==> src/rtl/tag_link_pkg.sv <==
// Shared types and constants for the item tag serial link.
// Optional even-parity bit is enabled with TAG_PARITY_EN.
package tag_link_pkg;

  typedef enum logic [2:0] {
    IDLE,
    START,
    DATA,
    PARITY,
    STOP
  } state_t;

  localparam int REC_W = 4;

  localparam logic TX_IDLE   = 1'b1;
  localparam logic START_BIT = 1'b0;
  localparam logic STOP_BIT  = 1'b1;

  localparam int MARK_BIT = 0;
  localparam int UPC_LSB  = 1;

  function automatic logic even_par(
    input logic [REC_W-1:0] r
  );
    return ^r;
  endfunction

endpackage

==> src/rtl/item_tag_serializer_if.sv <==
// Register-station side bundle for the tag serializer.
// master = station logic, slave = serializer.
interface item_tag_serializer_if #(
  parameter int CNT_W = 8
);
  logic [2:0]       upc;
  logic             marked;
  logic             send;
  logic             ready;
  logic             tx;
  logic             busy;
  logic [CNT_W-1:0] sent_count;

  modport master (
    output upc, marked, send,
    input  ready, tx, busy, sent_count
  );

  modport slave (
    input  upc, marked, send,
    output ready, tx, busy, sent_count
  );
endinterface

==> src/rtl/bit_timer.sv <==
// Per-bit cycle counter; tick marks the last cycle of a bit.
// Held at zero while clear is high.
module bit_timer #(
  parameter int BIT_CYCLES = 4
) (
  input  logic clk,
  input  logic reset,
  input  logic clear,
  output logic tick
);
  localparam int W =
    (BIT_CYCLES > 1) ? $clog2(BIT_CYCLES) : 1;

  logic [W-1:0] cnt;

  assign tick = (cnt == W'(BIT_CYCLES - 1));

  always_ff @(posedge clk or posedge reset) begin
    if (reset)
      cnt <= '0;
    else if (clear || tick)
      cnt <= '0;
    else
      cnt <= cnt + W'(1);
  end
endmodule

==> src/rtl/item_tag_serializer.sv <==
// Framed single-wire transmitter for {upc, marked} tag records.
// Build with TAG_PARITY_EN to append an even-parity bit.
module item_tag_serializer
  import tag_link_pkg::*;
#(
  parameter int BIT_CYCLES = 4,
  parameter int CNT_W      = 8
) (
  input  logic clk,
  input  logic reset,
  item_tag_serializer_if.slave bus
);
  state_t           state;
  logic [REC_W-1:0] shreg;
  logic [REC_W-1:0] rec;
  logic [1:0]       idx;
  logic             tx_q;
  logic             ready_q;
  logic [CNT_W-1:0] cnt_q;
  logic             tick;
`ifdef TAG_PARITY_EN
  logic             par_q;
`endif

  always_comb begin
    rec = '0;
    rec[MARK_BIT] = bus.marked;
    rec[UPC_LSB +: 3] = bus.upc;
  end

  bit_timer #(
    .BIT_CYCLES(BIT_CYCLES)
  ) u_timer (
    .clk  (clk),
    .reset(reset),
    .clear(state == IDLE),
    .tick (tick)
  );

  always_ff @(posedge clk or posedge reset) begin
    if (reset) begin
      state   <= IDLE;
      shreg   <= '0;
      idx     <= '0;
      tx_q    <= TX_IDLE;
      ready_q <= 1'b1;
      cnt_q   <= '0;
`ifdef TAG_PARITY_EN
      par_q   <= 1'b0;
`endif
    end else begin
      case (state)
        IDLE: begin
          if (bus.send && ready_q) begin
            state   <= START;
            shreg   <= rec;
            tx_q    <= START_BIT;
            ready_q <= 1'b0;
`ifdef TAG_PARITY_EN
            par_q   <= even_par(rec);
`endif
          end
        end
        START: begin
          if (tick) begin
            state <= DATA;
            idx   <= '0;
            tx_q  <= shreg[0];
          end
        end
        DATA: begin
          if (tick) begin
            if (idx == 2'(REC_W - 1)) begin
`ifdef TAG_PARITY_EN
              state <= PARITY;
              tx_q  <= par_q;
`else
              state <= STOP;
              tx_q  <= STOP_BIT;
`endif
            end else begin
              // next data bit sits one place up
              idx   <= idx + 2'd1;
              shreg <= shreg >> 1;
              tx_q  <= shreg[1];
            end
          end
        end
        PARITY: begin
          if (tick) begin
            state <= STOP;
            tx_q  <= STOP_BIT;
          end
        end
        STOP: begin
          if (tick) begin
            state   <= IDLE;
            tx_q    <= TX_IDLE;
            ready_q <= 1'b1;
            cnt_q   <= cnt_q + CNT_W'(1);
          end
        end
        default: begin
          state   <= IDLE;
          tx_q    <= TX_IDLE;
          ready_q <= 1'b1;
        end
      endcase
    end
  end

  assign bus.tx         = tx_q;
  assign bus.ready      = ready_q;
  assign bus.busy       = ~ready_q;
  assign bus.sent_count = cnt_q;
endmodule

==> src/flat_wrapper.sv <==
// flat-port wrapper written by rule: the top's interface ports become plain ports
module item_tag_serializer_flat import tag_link_pkg::*;
#(
  parameter int BIT_CYCLES = 4,
  parameter int CNT_W      = 8
)
  (clk, reset, bus_upc, bus_marked, bus_send, bus_ready, bus_tx, bus_busy, bus_sent_count);
  item_tag_serializer_if #(.CNT_W(CNT_W)) bus_i ();
  input  logic clk;
  input  logic reset;
  input wire logic [$bits(bus_i.upc)-1:0] bus_upc;
  input wire logic [$bits(bus_i.marked)-1:0] bus_marked;
  input wire logic [$bits(bus_i.send)-1:0] bus_send;
  output wire logic [$bits(bus_i.ready)-1:0] bus_ready;
  output wire logic [$bits(bus_i.tx)-1:0] bus_tx;
  output wire logic [$bits(bus_i.busy)-1:0] bus_busy;
  output wire logic [$bits(bus_i.sent_count)-1:0] bus_sent_count;
  assign bus_i.upc = bus_upc;
  assign bus_i.marked = bus_marked;
  assign bus_i.send = bus_send;
  assign bus_ready = bus_i.ready;
  assign bus_tx = bus_i.tx;
  assign bus_busy = bus_i.busy;
  assign bus_sent_count = bus_i.sent_count;
  item_tag_serializer #(.BIT_CYCLES(BIT_CYCLES), .CNT_W(CNT_W)) u_core (.clk(clk), .reset(reset), .bus(bus_i));
endmodule
==> config.mk <==
export PLATFORM = sky130hd
export DESIGN_NAME = item_tag_serializer_flat
export DESIGN_NICKNAME = d
export VERILOG_FILES = /design/src/rtl/tag_link_pkg.sv /design/src/rtl/item_tag_serializer_if.sv /design/src/rtl/bit_timer.sv /design/src/rtl/item_tag_serializer.sv /design/src/flat_wrapper.sv
export SDC_FILE = /design/constraint.sdc
export NUM_CORES = 1
export LEC_CHECK = 0
export ABC_AREA = 1
export CORE_ASPECT_RATIO = 1.75
export CORE_MARGIN = 4
export CORE_UTILIZATION = 25
export CTS_CLUSTER_SIZE = 20
export DETAILED_ROUTE_END_ITERATION = 10
export GPL_TIMING_DRIVEN = 0
export PLACE_DENSITY_LB_ADDON = 0.3
export SYNTH_ARGS = -nofsm -noshare
export SYNTH_HDL_FRONTEND = slang
export SYNTH_SLANG_ARGS = --single-unit
==> constraint.sdc <==
create_clock -name clk -period 1.8 [get_ports clk]
set_input_delay 0.36 -clock clk [delete_from_list [all_inputs] [get_ports clk]]
set_output_delay 0.36 -clock clk [all_outputs]
set_load 0.02 [all_outputs]
== Word level (Yosys, flattened, before mapping) ==
Cells that the tools add are included.

* Bits of input ports: 7
* Output and inout port bits: 11
* Logic and storage cells: 62
* Bits in registers: 21

* Multiplexer cells: 23
* Eq/ne operators: 14
* $add $sub $neg: 3
* Bitwise operators: 2
* Reductions and logical operators: 13

{| class="wikitable"
|+ Operator list
! kind !! count
|-
| 3-bit two-way mux || 6
|-
| 3-bit case mux with 5 select lines || 1
|-
| 4-bit two-way mux || 3
|-
| 4-bit AND reduction || 3
|-
| 2-bit != test, second input constant || 5
|-
| 8-bit by 1-bit adder with 8-bit output, second input constant || 1
|-
| 2-bit two-way mux || 4
|-
| 4-bit case mux with 2 select lines || 1
|-
| 3-bit by 2-bit == test with 1-bit output, second input constant || 2
|-
| 2-bit by 1-bit != test with 1-bit output, second input constant || 3
|-
| 6-bit AND reduction || 1
|-
| 1-bit two-way mux || 5
|-
| 2-bit by 1-bit adder with 2-bit output, second input constant || 2
|-
| 2-bit == test, second input constant || 2
|-
| 1-bit case mux with 4 select lines || 1
|-
| 2-bit case mux with 2 select lines || 1
|-
| 2-bit nonzero test || 2
|-
| 3-bit by 1-bit == test with 1-bit output, second input constant || 1
|-
| 3-bit == test, second input constant || 1
|-
| 3-bit logical NOT || 1
|-
| 1-bit case mux with 3 select lines || 1
|-
| 3-bit AND reduction || 1
|-
| 3-bit OR reduction || 1
|-
| 1-bit NOT || 2
|-
| other kinds (4) || 4
|}

== Longest topological paths before layout ==
* Depth after elaboration: 4
* Mapped depth: 8
* Depth with buffers taken out: 8

== Modules after synthesis ==
From an unflattened synthesis, not the netlist that was laid out.

* Cell total of the unflattened synthesis: 155
* Area total of the unflattened synthesis: 1219.9 um2

{| class="wikitable"
|+ By module, submodules not included
! module !! area each (um2) !! cells each !! times used !! sequential area each (um2)
|-
| item_tag_serializer || 1131.1 || 145 || 1 || 478.0
|-
| bit_timer || 88.8 || 10 || 1 || 50.0
|}

== Worst setup path after synthesis ==
OpenSTA, ideal clock, no wires.

* Path type: reg2reg
* Start: register u_core.u_timer.cnt[0]
* End: register u_core.state[1]
* Cell stages (with the launch flop): 8
* Buffers on the path: 0
* Data arrival time: 1.159 ns
* Required time: 1.684 ns
* Setup time: 0.116 ns
* Clock period less this slack: 1.275 ns
* Setup slack: 0.525 ns
* Cell sequence: dfrtp_1 ha_1 inv_2 nand3_1 nand2_1 nor2_2 nand3_1 nand2_1

* Word-level cells in the longest chain between the ends: 3
* Elaborated cells on any way between the ends: 6
* Classes of those cells: eq/ne: 5; reduce/logical: 1

{| class="wikitable"
|+ RTL lines
! element !! RTL line !! source
|-
| start: declaration || bit_timer.sv:14 || <nowiki>logic [W-1:0] cnt;</nowiki>
|-
| start signal: assignment || bit_timer.sv:24 || <nowiki>cnt <= cnt + W'(1);</nowiki>
|-
| 2-bit == test (*) || bit_timer.sv:16 || <nowiki>assign tick = (cnt == W'(BIT_CYCLES - 1));</nowiki>
|-
| 2-bit != test (no line) || - ||
|-
| 6-bit AND reduction (no line) (*) || - ||
|-
| end signal: assignment || item_tag_serializer.sv:42 || <nowiki>state <= IDLE;</nowiki>
|-
| end signal: assignment || item_tag_serializer.sv:55 || <nowiki>state <= START;</nowiki>
|-
| end signal: assignment || item_tag_serializer.sv:66 || <nowiki>state <= DATA;</nowiki>
|-
| end: declaration || item_tag_serializer.sv:13 || <nowiki>state_t state;</nowiki>
|}

Every way passes the cells marked *; elsewhere a longest branch is shown, timed or not.
A chain may end at the register's enable or synchronous reset.

== Worst setup path in the final report ==
* Start: register u_core.tx_q, in the netlist u_core.bus.tx
* End: output bus_tx

{| class="wikitable"
|+ RTL lines
! element !! RTL line !! source
|-
| start: declaration || item_tag_serializer.sv:17 || <nowiki>logic tx_q;</nowiki>
|-
| start signal: assignment || item_tag_serializer.sv:68 || <nowiki>tx_q <= shreg[0];</nowiki>
|-
| start signal: assignment || item_tag_serializer.sv:85 || <nowiki>tx_q <= shreg[1];</nowiki>
|-
| end: declaration || flat_wrapper.sv:15 || <nowiki>output wire logic [$bits(bus_i.tx)-1:0] bus_tx;</nowiki>
|}

No word-level cell between the ends.

==> results.py <==
metrics = {
    "place": {
        "place.port_buffers": 17,
        "place_congestion": 0.794,
        "dp_cells": 225,
        "dp_hpwl_um": 2080,
    },
    "cts": {
        "cts_tree": "done",
        "cts.sinks": 21,
        "clk_path_buf_depth": 2,
        "numCtsBuffers": 3,
        "clk_latency_ns": 0.26,
        "clk_pin_slew_ns": 0.08,
        "ctsHoldBuffers": 0,
        "root_buffer": "clkbuf_8",
        "postCtsSetupBuffers": 0,
        "ctsHtreeMaxLevel": 1,
    },
    "yosys": {
        "avgSynthCellArea_um2": 7.76,
        "synth_area_leaders": "dfrtp_1 39%, nand2_1 16%, nand3_1 6.2%",
        "ys_types": 23,
        "yosysTopAreaCellShare_pct": 39.3,
        "syn_nets": 167,
        "synthCells": 156,
        "yosysSeqAreaShare_pct": 43.6,
        "synth_seq_cells": 21,
        "yosys.area.top_type": "dfrtp_1",
        "yosys_warnings": 0,
        "netlist_area_um2": 1210,
    },
    "sta": {
        "tightest_slew_ns": 0.826,
        "fin_crit_ns": 1.75,
        "fin_crit_sh_pct": 97.3,
        "slew_violations": 0,
        "rsz0062_at_grt": "false",
        "timing.final.hold_violations": 0,
        "final.setup_skew_ns": 0.00493,
        "fmax_ghz": 0.571,
        "max-slew-margin-rel_pct": 44.9,
        "fin_tns_setup_ns": 0,
        "finalSetupViolCount": 0,
    },
    "hold_path": {
        "hold_class": "flop to flop",
    },
    "cells_and_area": {
        "layout_commonest_cell": "nand2_1",
        "multi_input_area_um2": 569,
        "fin_cells": 229,
        "fillers": 517,
        "drive_above_1_share_pct": 14.7,
        "final_cell_mix": "50 x nand2_1, 19 x dfrtp_1, 18 x inv_1",
        "diodes": 0,
        "nNetsFinal": 189,
        "area_delta_synth_final_pct": 23.7,
        "register_area_um2": 528,
    },
    "routing": {
        "num_vias": 1047,
        "drc": 0,
        "drt-pass1-iter-count": 4,
        "wl_per_cell_um": 11.6,
        "finalWirelength_um": 2650,
        "first_iter_violations": 51,
        "viasPerCell": 4.57,
        "postRouteAntennaNets": 0,
    },
    "worst_setup_path": {
        "cp_data_required_time_ns": 1.44,
        "max_stage_delay_ns": 0.59,
        "r2r-start": "u_core.u_timer.cnt[0]",
        "crit_arrival_ns": 1.39,
        "cpLargestDelayFamily": "buffers and inverters",
        "r2r-end": "u_core.state[1]",
        "path_buf_inv": 1,
        "path_depth": 1,
        "worstSetupStartpoint": "u_core.bus.tx",
        "cp-end-kind": "primary output",
        "critPathCapture": "bus_tx",
        "start_kind": "flop",
        "crit_slowest_cell": "clkdlybuf4s50_1",
        "worstPathCellList": "clkdlybuf4s50_1",
        "path_max_fanout": 2,
        "critPathKind": "flop to primary output",
        "r2r_slack_ns": 0.30,
        "reg2regPathDepth": 7,
    },
    "pwr": {
        "p_leak_nw": 0.799,
        "power_per_cell_area_nw_per_um2": 1490,
        "ir_worst_vdd_v": 0.000741,
    },
    "floorplanning": {
        "io_pins": 18,
        "fp.dieH_um": 100,
        "die_w_um": 60.6,
        "core.rowCount": 33,
        "core_um2": 4710,
        "dieArea_um2": 6060,
        "initial_core_util_pct": 25.7,
    },
    "run": {
        "drv_cap": 0,
    },
    "outcome": {
        "outcome": "complete, no violations",
    },
    "global_route": {
        "antenna_found_initial": 0,
        "grt_max_degree": 22,
        "grt_pass1_wl_um": 4800,
        "grt_pass1_vias": 1097,
        "gr-total-overflow": 0,
        "track_usage_pct": 10.4,
    },
}
state kept, by name, indices dropped and copies added, names as in the netlist:
name                   flops
u_core.shreg               4
u_core.state               3
u_core.idx                 2
u_core.bus.ready           1
u_core.bus.sent_count      8
u_core.bus.tx              1
u_core.u_timer.cnt         2
logic make-up (layout without fill, tap and decap cells):
family	after synthesis	in the layout	share of synthesized area, %
xor+xnor	5	5	3.62
flops	21	21	43.6
fa+ha+maj	4	4	4.14
simple gates	88	88	33.2
buf+inv	26	47	9.31
compound gates	12	12	6.10
cells in the mapped netlist:
library cell / number
nand4_1: 4
nor2_4: 1
inv_2: 6
a21oi_1: 1
nand3_2: 3
o21ai_1: 4
xnor2_1: 3
nand3_1: 15
nor2_1: 8
a21boi_1: 1
nand2_1: 50
and3_1: 1
nand2_2: 1
buf_6: 2
inv_1: 18
ha_1: 4
nor3_1: 1
nor2_2: 4
dfstp_2: 2
o21ai_0: 3
dfrtp_1: 19
xor2_1: 2
o21ai_2: 3
worst reg2reg max path: stages (launching register included):
cell     delay (ns)
dfrtp_1        0.39
ha_1           0.31
inv_2          0.17
nand3_1        0.18
nand2_1        0.16
nor2_2         0.06
nand3_1        0.09
nand2_1        0.06
area by class of cell:
cell class | count | area share, %
Timing Repair Buffer | 17 | 11.7
Buffer | 2 | 1.51
Clock inverter | 1 | 0.334
Sequential cell | 21 | 35.3
Tap cell | 52 | 4.35
Clock buffer | 3 | 2.76
Inverter | 24 | 6.02
Multi-Input combinational cell | 109 | 38.0
routing by layer:
layer	global-route usage, %	routed length, um	share of wire (%)
met4	6.68	78	2.9
met1	11.0	1020	38
met2	18.1	1440	54
met5	0	0	0
met3	1.67	117	4.4
how the worst min path moves through the flow:
stage,start,endpoint,slack (ns),cells after the start
3_3_place_gp,u_core.u_timer.cnt[0],u_core.u_timer.cnt[0],0.43,1
4_1_cts,u_core.u_timer.cnt[0],u_core.u_timer.cnt[0],0.44,1
3_5_place_dp,u_core.u_timer.cnt[0],u_core.u_timer.cnt[0],0.43,1
2_1_floorplan,reset,u_core.bus.sent_count[0],0.34,1
5_1_grt,u_core.u_timer.cnt[0],u_core.u_timer.cnt[0],0.48,1
6_report,u_core.u_timer.cnt[0],u_core.u_timer.cnt[0],0.44,1
what timing repair did:
action | in CTS | in global routing
endpoints found under the setup margin | 0 | 2
hold endpoints to repair | 0 | 0
gates resized for setup | 0 | 2
power breakdown:
part / total, mW / internal (mW) / switching [mW]
registers: 0.762 / 0.641 / 0.121
logic: 1.15 / 0.438 / 0.711
clock network: 0.319 / 0.154 / 0.164
through the flow:
step	total power [mW]	instance area, um^2	utilization (%)	setup slack (ns)	hold WS (ns)
after floorplan	1.60	1210	-	0.525	0.335
after global placement	1.92	1450	30.7	0.195	0.427
after detailed placement	1.94	1450	30.7	0.190	0.433
after CTS	2.27	1490	31.7	0.0191	0.444
after global routing	2.48	1500	31.8	0.0135	0.484
final	2.23	1500	31.8	0.0482	0.441
Power figures use the tool's default switching activity.
